File: src/rtl/episode_sched.sv
// episode_sched: episode/step sequencer driving a Q-update datapath.
// Optional ACK_WATCHDOG_EN adds a STEP acknowledge timeout with sticky err.
module episode_sched #(
   parameter int EP_W = 12,
   parameter int ST_W = 4
) (
   input  logic            clk,
   input  logic            rst,
   input  logic            start,
   input  logic [EP_W-1:0] total_episode_in,
   input  logic [ST_W-1:0] max_step_in,
   input  logic            dp_ack,
   input  logic            goal_reached,
   output logic            dp_req,
   output logic [2:0]      phase,
   output logic [ST_W-1:0] step,
   output logic [EP_W-1:0] episode,
   output logic            new_episode,
   output logic            busy,
   output logic            done,
   output logic            err
);

   typedef enum logic [2:0] {
      S_IDLE = 3'd0,
      S_INIT = 3'd1,
      S_STEP = 3'd2,
      S_EVAL = 3'd3,
      S_DONE = 3'd4
   } state_t;

   state_t          r_state;
   state_t          w_next;
   logic [EP_W-1:0] r_total;
   logic [ST_W-1:0] r_max;
   logic [ST_W-1:0] r_step;
   logic [EP_W-1:0] r_episode;
   logic            r_goal;

   logic            w_start_ok;
   logic            w_go;
   logic [ST_W-1:0] w_last_step;
   logic            w_ep_end;
   logic            w_last_ep;
   logic            w_wd_trip;
   logic            w_enter_step;

   // max_step_in of 0 wraps to all-ones here, i.e. a 2^ST_W step limit
   assign w_last_step  = r_max - ST_W'(1);
   assign w_ep_end     = r_goal || (r_step == w_last_step);
   assign w_last_ep    = (r_episode == (r_total - EP_W'(1)));
   assign w_start_ok   = start && ((r_state == S_IDLE) ||
                                   (r_state == S_DONE));
   assign w_go         = w_start_ok && (total_episode_in != '0);
   assign w_enter_step = (w_next == S_STEP) && (r_state != S_STEP);

`ifdef ACK_WATCHDOG_EN
   logic [7:0] r_wdog;
   logic       r_err;

   assign w_wd_trip = (r_state == S_STEP) && !dp_ack &&
                      (r_wdog == 8'd254);
   assign err       = r_err;

   // acknowledge timeout counter and sticky error flag
   always_ff @(posedge clk or negedge rst) begin
      if (!rst) begin
         r_wdog <= '0;
         r_err  <= 1'b0;
      end else begin
         if (w_enter_step)
            r_wdog <= '0;
         else if ((r_state == S_STEP) && !dp_ack)
            r_wdog <= r_wdog + 8'd1;
         if (w_start_ok)
            r_err <= 1'b0;
         else if (w_wd_trip)
            r_err <= 1'b1;
      end
   end
`else
   assign w_wd_trip = 1'b0;
   assign err       = 1'b0;
`endif

   // state register
   always_ff @(posedge clk or negedge rst) begin
      if (!rst) r_state <= S_IDLE;
      else      r_state <= w_next;
   end

   // next-state decode; unused codes fall back to IDLE
   always_comb begin
      w_next = r_state;
      case (r_state)
         S_IDLE: begin
            if (start)
               w_next = w_go ? S_INIT : S_DONE;
         end
         S_INIT: w_next = S_STEP;
         S_STEP: begin
            if (dp_ack)         w_next = S_EVAL;
            else if (w_wd_trip) w_next = S_DONE;
         end
         S_EVAL: begin
            if (!w_ep_end)      w_next = S_STEP;
            else if (w_last_ep) w_next = S_DONE;
            else                w_next = S_INIT;
         end
         S_DONE: begin
            if (w_go) w_next = S_INIT;
         end
         default: w_next = S_IDLE;
      endcase
   end

   // latched run parameters and episode/step counters
   always_ff @(posedge clk or negedge rst) begin
      if (!rst) begin
         r_total   <= '0;
         r_max     <= '0;
         r_step    <= '0;
         r_episode <= '0;
         r_goal    <= 1'b0;
      end else begin
         if (w_go) begin
            r_total   <= total_episode_in;
            r_max     <= max_step_in;
            r_episode <= '0;
         end
         if (w_next == S_INIT)
            r_step <= '0;
         else if ((r_state == S_EVAL) && (w_next == S_STEP))
            r_step <= r_step + ST_W'(1);
         if ((r_state == S_EVAL) && (w_next == S_INIT))
            r_episode <= r_episode + EP_W'(1);
         if ((r_state == S_STEP) && dp_ack)
            r_goal <= goal_reached;
      end
   end

   assign phase       = r_state;
   assign dp_req      = (r_state == S_STEP);
   assign new_episode = (r_state == S_INIT);
   assign busy        = (r_state == S_INIT) || (r_state == S_STEP) ||
                        (r_state == S_EVAL);
   assign done        = (r_state == S_DONE);
   assign step        = r_step;
   assign episode     = r_episode;

endmodule
File: config.mk
export PLATFORM = sky130hd
export DESIGN_NAME = episode_sched
export DESIGN_NICKNAME = d
export VERILOG_FILES = /design/src/rtl/episode_sched.sv
export SDC_FILE = /design/constraint.sdc
export NUM_CORES = 1
export LEC_CHECK = 0
export BUFFER_PORTS_ARGS = -buffer_cell sky130_fd_sc_hd__clkbuf_2
export CORE_MARGIN = 5
export CORE_UTILIZATION = 59
export DETAILED_ROUTE_END_ITERATION = 7
export GPL_ROUTABILITY_DRIVEN = 0
export PLACE_DENSITY = 0.85
export SLEW_MARGIN = 20
export SYNTH_ARGS = -nofsm -noshare
export SYNTH_HDL_FRONTEND = slang
export SYNTH_SLANG_ARGS = --single-unit
File: constraint.sdc
create_clock -name clk -period 6 [get_ports clk]
set_input_delay 0.3 -clock clk [delete_from_list [all_inputs] [get_ports clk]]
set_output_delay 0.3 -clock clk [all_outputs]
set_load 0.05 [all_outputs]
======== After elaboration in Yosys (flattened, before gate mapping) ========
Cells that the tools add are included.
operators by class
  eq/ne operators ......................... 8
  reductions and logical operators ........ 13
  add/sub/neg operators ................... 4
  mux-type cells .......................... 11
operator list
  cell                                                                   count
  12-bit 2-to-1 mux                                                      2
  3-bit 2-to-1 mux                                                       6
  3-bit case mux with 5 select lines                                     1
  12-bit by 1-bit adder with 12-bit output (second input constant)       1
  12-bit == test                                                         1
  12-bit nonzero test                                                    1
  12-bit by 1-bit subtractor with 12-bit output (second input constant)  1
  3-bit by 2-bit == test with 1-bit output (second input constant)       3
  4-bit 2-to-1 mux                                                       2
  3-bit by 1-bit == test with 1-bit output (second input constant)       2
  1-bit logical AND                                                      5
  4-bit by 1-bit adder with 4-bit output (second input constant)         1
  4-bit == test                                                          1
  1-bit logical OR                                                       4
  2-bit nonzero test                                                     2
  4-bit by 1-bit subtractor with 4-bit output (second input constant)    1
  3-bit == test (second input constant)                                  1
  3-bit zero test                                                        1
storage, ports and cells
  bits of input ports ..................... 21
  register bits after elaboration ......... 36
  output and inout bits ................... 24

======== Logic depth before layout (Yosys ltp) ========
  depth in word-level cells ............... 11
  depth in mapped cells ................... 11
  gate-level depth less buffers ........... 9

======== Worst setup path after synthesis ========
Ideal clock, no wire load.
  path kind ............................... register -> register
  from .................................... register r_state[1] (netlist: phase[1])
  to ...................................... register r_goal
  required time ........................... 5.875 ns
  stages on the path, launching flop included .. 4
  slack ................................... 3.328 ns
  path buffers ............................ 0
  data arrival time ....................... 2.547 ns
  period minus slack after synthesis ...... 2.672 ns
  path through ............................ dfrtp_1 > nor3b_1 > and2_1 > mux2_2
between the ends
  word-level cells in the longest chain between the ends .. 2
ends and longest elaborated chain
  element                                   RTL line  RTL
  start, declared                           32        state_t r_state;
  start signal, assigned                    89        else r_state <= w_next;
  3-bit by 2-bit == test with 1-bit output  -
  net dp_req                                14        output logic dp_req,
  1-bit logical AND                         137       if ((r_state == S_STEP) && dp_ack)
  end signal, assigned                      138       r_goal <= goal_reached;
  end, declared                             38        logic r_goal;
The timed path passes the listed nets, and every way through them passes these cells.
A chain may end at the register's enable or synchronous reset.

======== Worst setup path after layout ========
  from .................................... register r_total[0]
  to ...................................... register r_episode[0] (netlist: episode[0])
between the ends
  word-level cells in the longest chain between the ends .. 8
  elaborated cells on any way between the ends .. 9
ends and longest elaborated chain
  element                                                  RTL line  RTL
  start, declared                                          34        logic [EP_W-1:0] r_total;
  start signal, assigned                                   127       r_total <= total_episode_in;
  12-bit by 1-bit subtractor with 12-bit output *          51        assign w_last_ep = (r_episode == (r_total - EP_W'(1)));
  12-bit == test *                                         51
  3-bit 2-to-1 mux *                                       107       else if (w_last_ep) w_next = S_DONE;
  3-bit 2-to-1 mux *                                       106       if (!w_ep_end) w_next = S_STEP;
  3-bit case mux with 5 select lines *                     95        case (r_state)
  3-bit by 1-bit == test with 1-bit output *               135       if ((r_state == S_EVAL) && (w_next == S_INIT))
  1-bit logical AND *                                      135
  12-bit 2-to-1 mux or 2-bit nonzero test (tied branches)  -
  end signal, assigned                                     136       r_episode <= r_episode + EP_W'(1);
  end, declared                                            37        logic [EP_W-1:0] r_episode;
Every way passes the cells marked *; elsewhere a longest branch is shown, timed or not.

==> results.toml <==
[run_status]
status = "finished clean"

[yosys]
synth_seq_cells = 36
synthesis.nets = 265
syn_area_per_cell_um2 = 9.64
yosysTopAreaCellShare_pct = 38.9
yosysSeqAreaShare_pct = 38.9
synth_edf_count = 0
synth_cell_types = 58
synthCells = 240
synth_area_leaders = "dfrtp_1 (39%), mux2_2 (6.3%), xnor2_1 (4.9%)"
synth_area_leader_cell = "dfrtp_1"
async_flop_share_pct = 100
synthFlopType = "dfrtp_1"
yosysWarnings = 0
netlist_area_um2 = 2310

[worst_setup_path]
r2r_start = "r_total[0]$_DFFE_PN0P_"
worstRegToRegCells = 9
reg2reg_setup_slack_ns = 2.94
crit_required_ns = 6.21
r2r_end = "episode[0]$_DFFE_PN0P_"
critPathMaxStageDelay_ns = 0.58
path_cells = "inv_1, ha_1, nor3b_4, a21oi_1, or4_4, nor3_2, o2111a_1, a21oi_1, a21oi_1"
endpoint_kind = "flip-flop"
slowest_stage = "o2111a_1"
arrival_ns = 3.27
crit_type = "reg2reg"
cp_max_fo = 18
critPathLaunchType = "flip-flop"
cpMostUsedCell = "a21oi_1"

[global_route]
grt_pass1_vias = 2065
grt_overflow = 0
grt_util_met1_pct = 29.6
use_met2_pct = 38.4
grt_pass1_wl_um = 9610
gr-usage-met3_pct = 4.96
antenna_found_initial = 0
grt_usage_pct = 23.3
grt_max_degree = 37
busiest_layer = "met2"

[placement]
pre_cts_ws_ns = 3.01
hpwlAfterDp_um = 4190
port-buffer-count = 43

[timing]
skew_ns = 0.00635
relSlewSlack_pct = 37.9
period_needed_ns = 3.06
setup_violations = 0
timing.final.crit_share_pct = 51.0
finalWorstSetupSlack_ns = 2.94
hold_violations = 0
worst_pin_slew_ns = 0.931
fmax_ghz = 0.327
grt_setup_unrepaired = "no"
setup_tns_ns = 0
maxSlewViolCount = 0

[clock_network]
cts-hold-fix-buffers = 0
cts_buffer_depth = 2
clk_latency_ns = 0.29
ctsResizeCount = 0
cts_made_buffers = 5
postCtsSetupBuffers = 0
cts_tree = "done"
clockRootBuffer = "clkbuf_8"
clk_pin_slew_ns = 0.07
cts.sinks = 36
htreeDepth = 2

[power]
ir_drop_uv = 325
leakage_nw = 1.21
p_per_area_nw_per_um2 = 550

[route]
totalWireLength_um = 5520
vias = 2017
dr.pass1.iters = 4
postRouteAntennaNets = 0
post_drt_via_cell_ratio = 6.17
drtIter0Drc = 176
drc_errors = 0
wl_per_cell_um = 16.9

[floorplanning]
num_rows = 22
ioPinCount = 45
core_area_um2 = 3740
initial_core_util_pct = 61.8
die_w_um = 72.6
die_area_um2 = 5270
die_y_um = 72.6

[worst_hold_path]
hp-class = "in2async"

[cells_and_area]
drive_above_1_share_pct = 24.7
layout_common_cells = "clkbuf_2 (43), dfrtp_1 (36), nand2_1 (20), xnor2_1 (13), mux2_2 (13)"
nNetsFinal = 303
diodes = 0
post-route-util_pct = 70.1
area_growth_pct = 13.4
final_common_cell = "clkbuf_2"

[flow_run]
drv_cap = 0
[routing by layer]
metal / routed length (µm) / share of wire (%) / up-vias
met5: 0 / 0 / -
met2: 2820 / 51 / 73
met4: 146 / 2.6 / 0
met3: 322 / 5.8 / 15
met1: 2230 / 40 / 972
li1: - / - / 957
[layout make-up]
type / count / area [µm²]
clock buffer: 6 / 72.6
clock inverter: 2 / 35.0
fill: 312 / 1120
inverter: 11 / 41.3
multi-input combinational: 181 / 1300
sequential: 36 / 901
tap: 48 / 60.1
timing repair buffer: 43 / 215
[synth_stat cells, types with 4 or more instances]
cell type   n
xor2_1     10
and3_1      5
xnor2_1    13
a21oi_1     8
nand2b_1    4
nor2_1     11
clkbuf_1    6
a31oi_1     5
nand2_1    20
nand3_1     8
o21ai_0     6
ha_1        4
mux2_2     13
inv_1      11
dfrtp_1    36
nor4_1      9
nor3_1      5
[stage by stage]
step           total power, mW  cell area (µm²)  hold slack, ns  instances
6_report                  1.44             2620           0.121        327
4_1_cts                   1.45             2620           0.152        327
3_3_place_gp              1.20             2520           0.454        319
3_5_place_dp              1.23             2520           0.463        319
2_1_floorplan             1.06             2310         0.00441        240
5_1_grt                   1.54             2620           0.184        327
[worst max-delay path by stage]
| stage | start | endpoint | slack (ns) | cells past startpoint |
|---|---|---|---|---|
| after floorplan | phase[1]$_DFF_PN0_ | r_goal$_DFFE_PN0P_ | 3.33 | 3 |
| after global placement | r_total[0]$_DFFE_PN0P_ | episode[0]$_DFFE_PN0P_ | 3.12 | 9 |
| after global routing | r_total[0]$_DFFE_PN0P_ | episode[0]$_DFFE_PN0P_ | 2.72 | 9 |
| after detailed placement | r_total[0]$_DFFE_PN0P_ | episode[0]$_DFFE_PN0P_ | 3.01 | 9 |
| after CTS | r_total[0]$_DFFE_PN0P_ | episode[0]$_DFFE_PN0P_ | 2.97 | 9 |
| final | r_total[0]$_DFFE_PN0P_ | episode[0]$_DFFE_PN0P_ | 2.94 | 9 |
[where the power goes]
part	switching, mW	internal (mW)	total [mW]	leakage, nW
Combinational	0.453	0.281	0.734	0.698
Clock	0.0888	0.123	0.212	0.0552
Sequential	0.161	0.337	0.498	0.456
[worst max-delay path, delay by kind of cell (launching register included)]
family                     cells  cell delay (ns)
AOI/OAI and AO/OA              4             1.16
adders and majority gates      1             0.19
and+or+nand+nor                3             1.05
buffers and inverters          1             0.14
DFF                            1             0.45
[flip-flops by register name, summed over array words and instances (netlist names)]
register / cells
episode: 12
phase: 3
r_goal: 1
r_max: 4
r_total: 12
step: 4
[cell families (layout without fill, tap and decap cells)]
| kind of cell | after synthesis | count (layout) | share of synthesized area (%) |
|---|---|---|---|
| AO/OA/AOI/OAI | 49 | 49 | 15.3 |
| XOR/XNOR | 23 | 23 | 8.71 |
| adder cells (fa/ha/maj) | 4 | 4 | 2.16 |
| buffers and inverters | 23 | 62 | 4.92 |
| flip-flops | 36 | 36 | 38.9 |
| multiplexers | 16 | 16 | 7.63 |
| other | 1 | 1 | 0.162 |
| AND/OR/NAND/NOR | 88 | 88 | 22.2 |
Power figures use the tool's default switching activity.
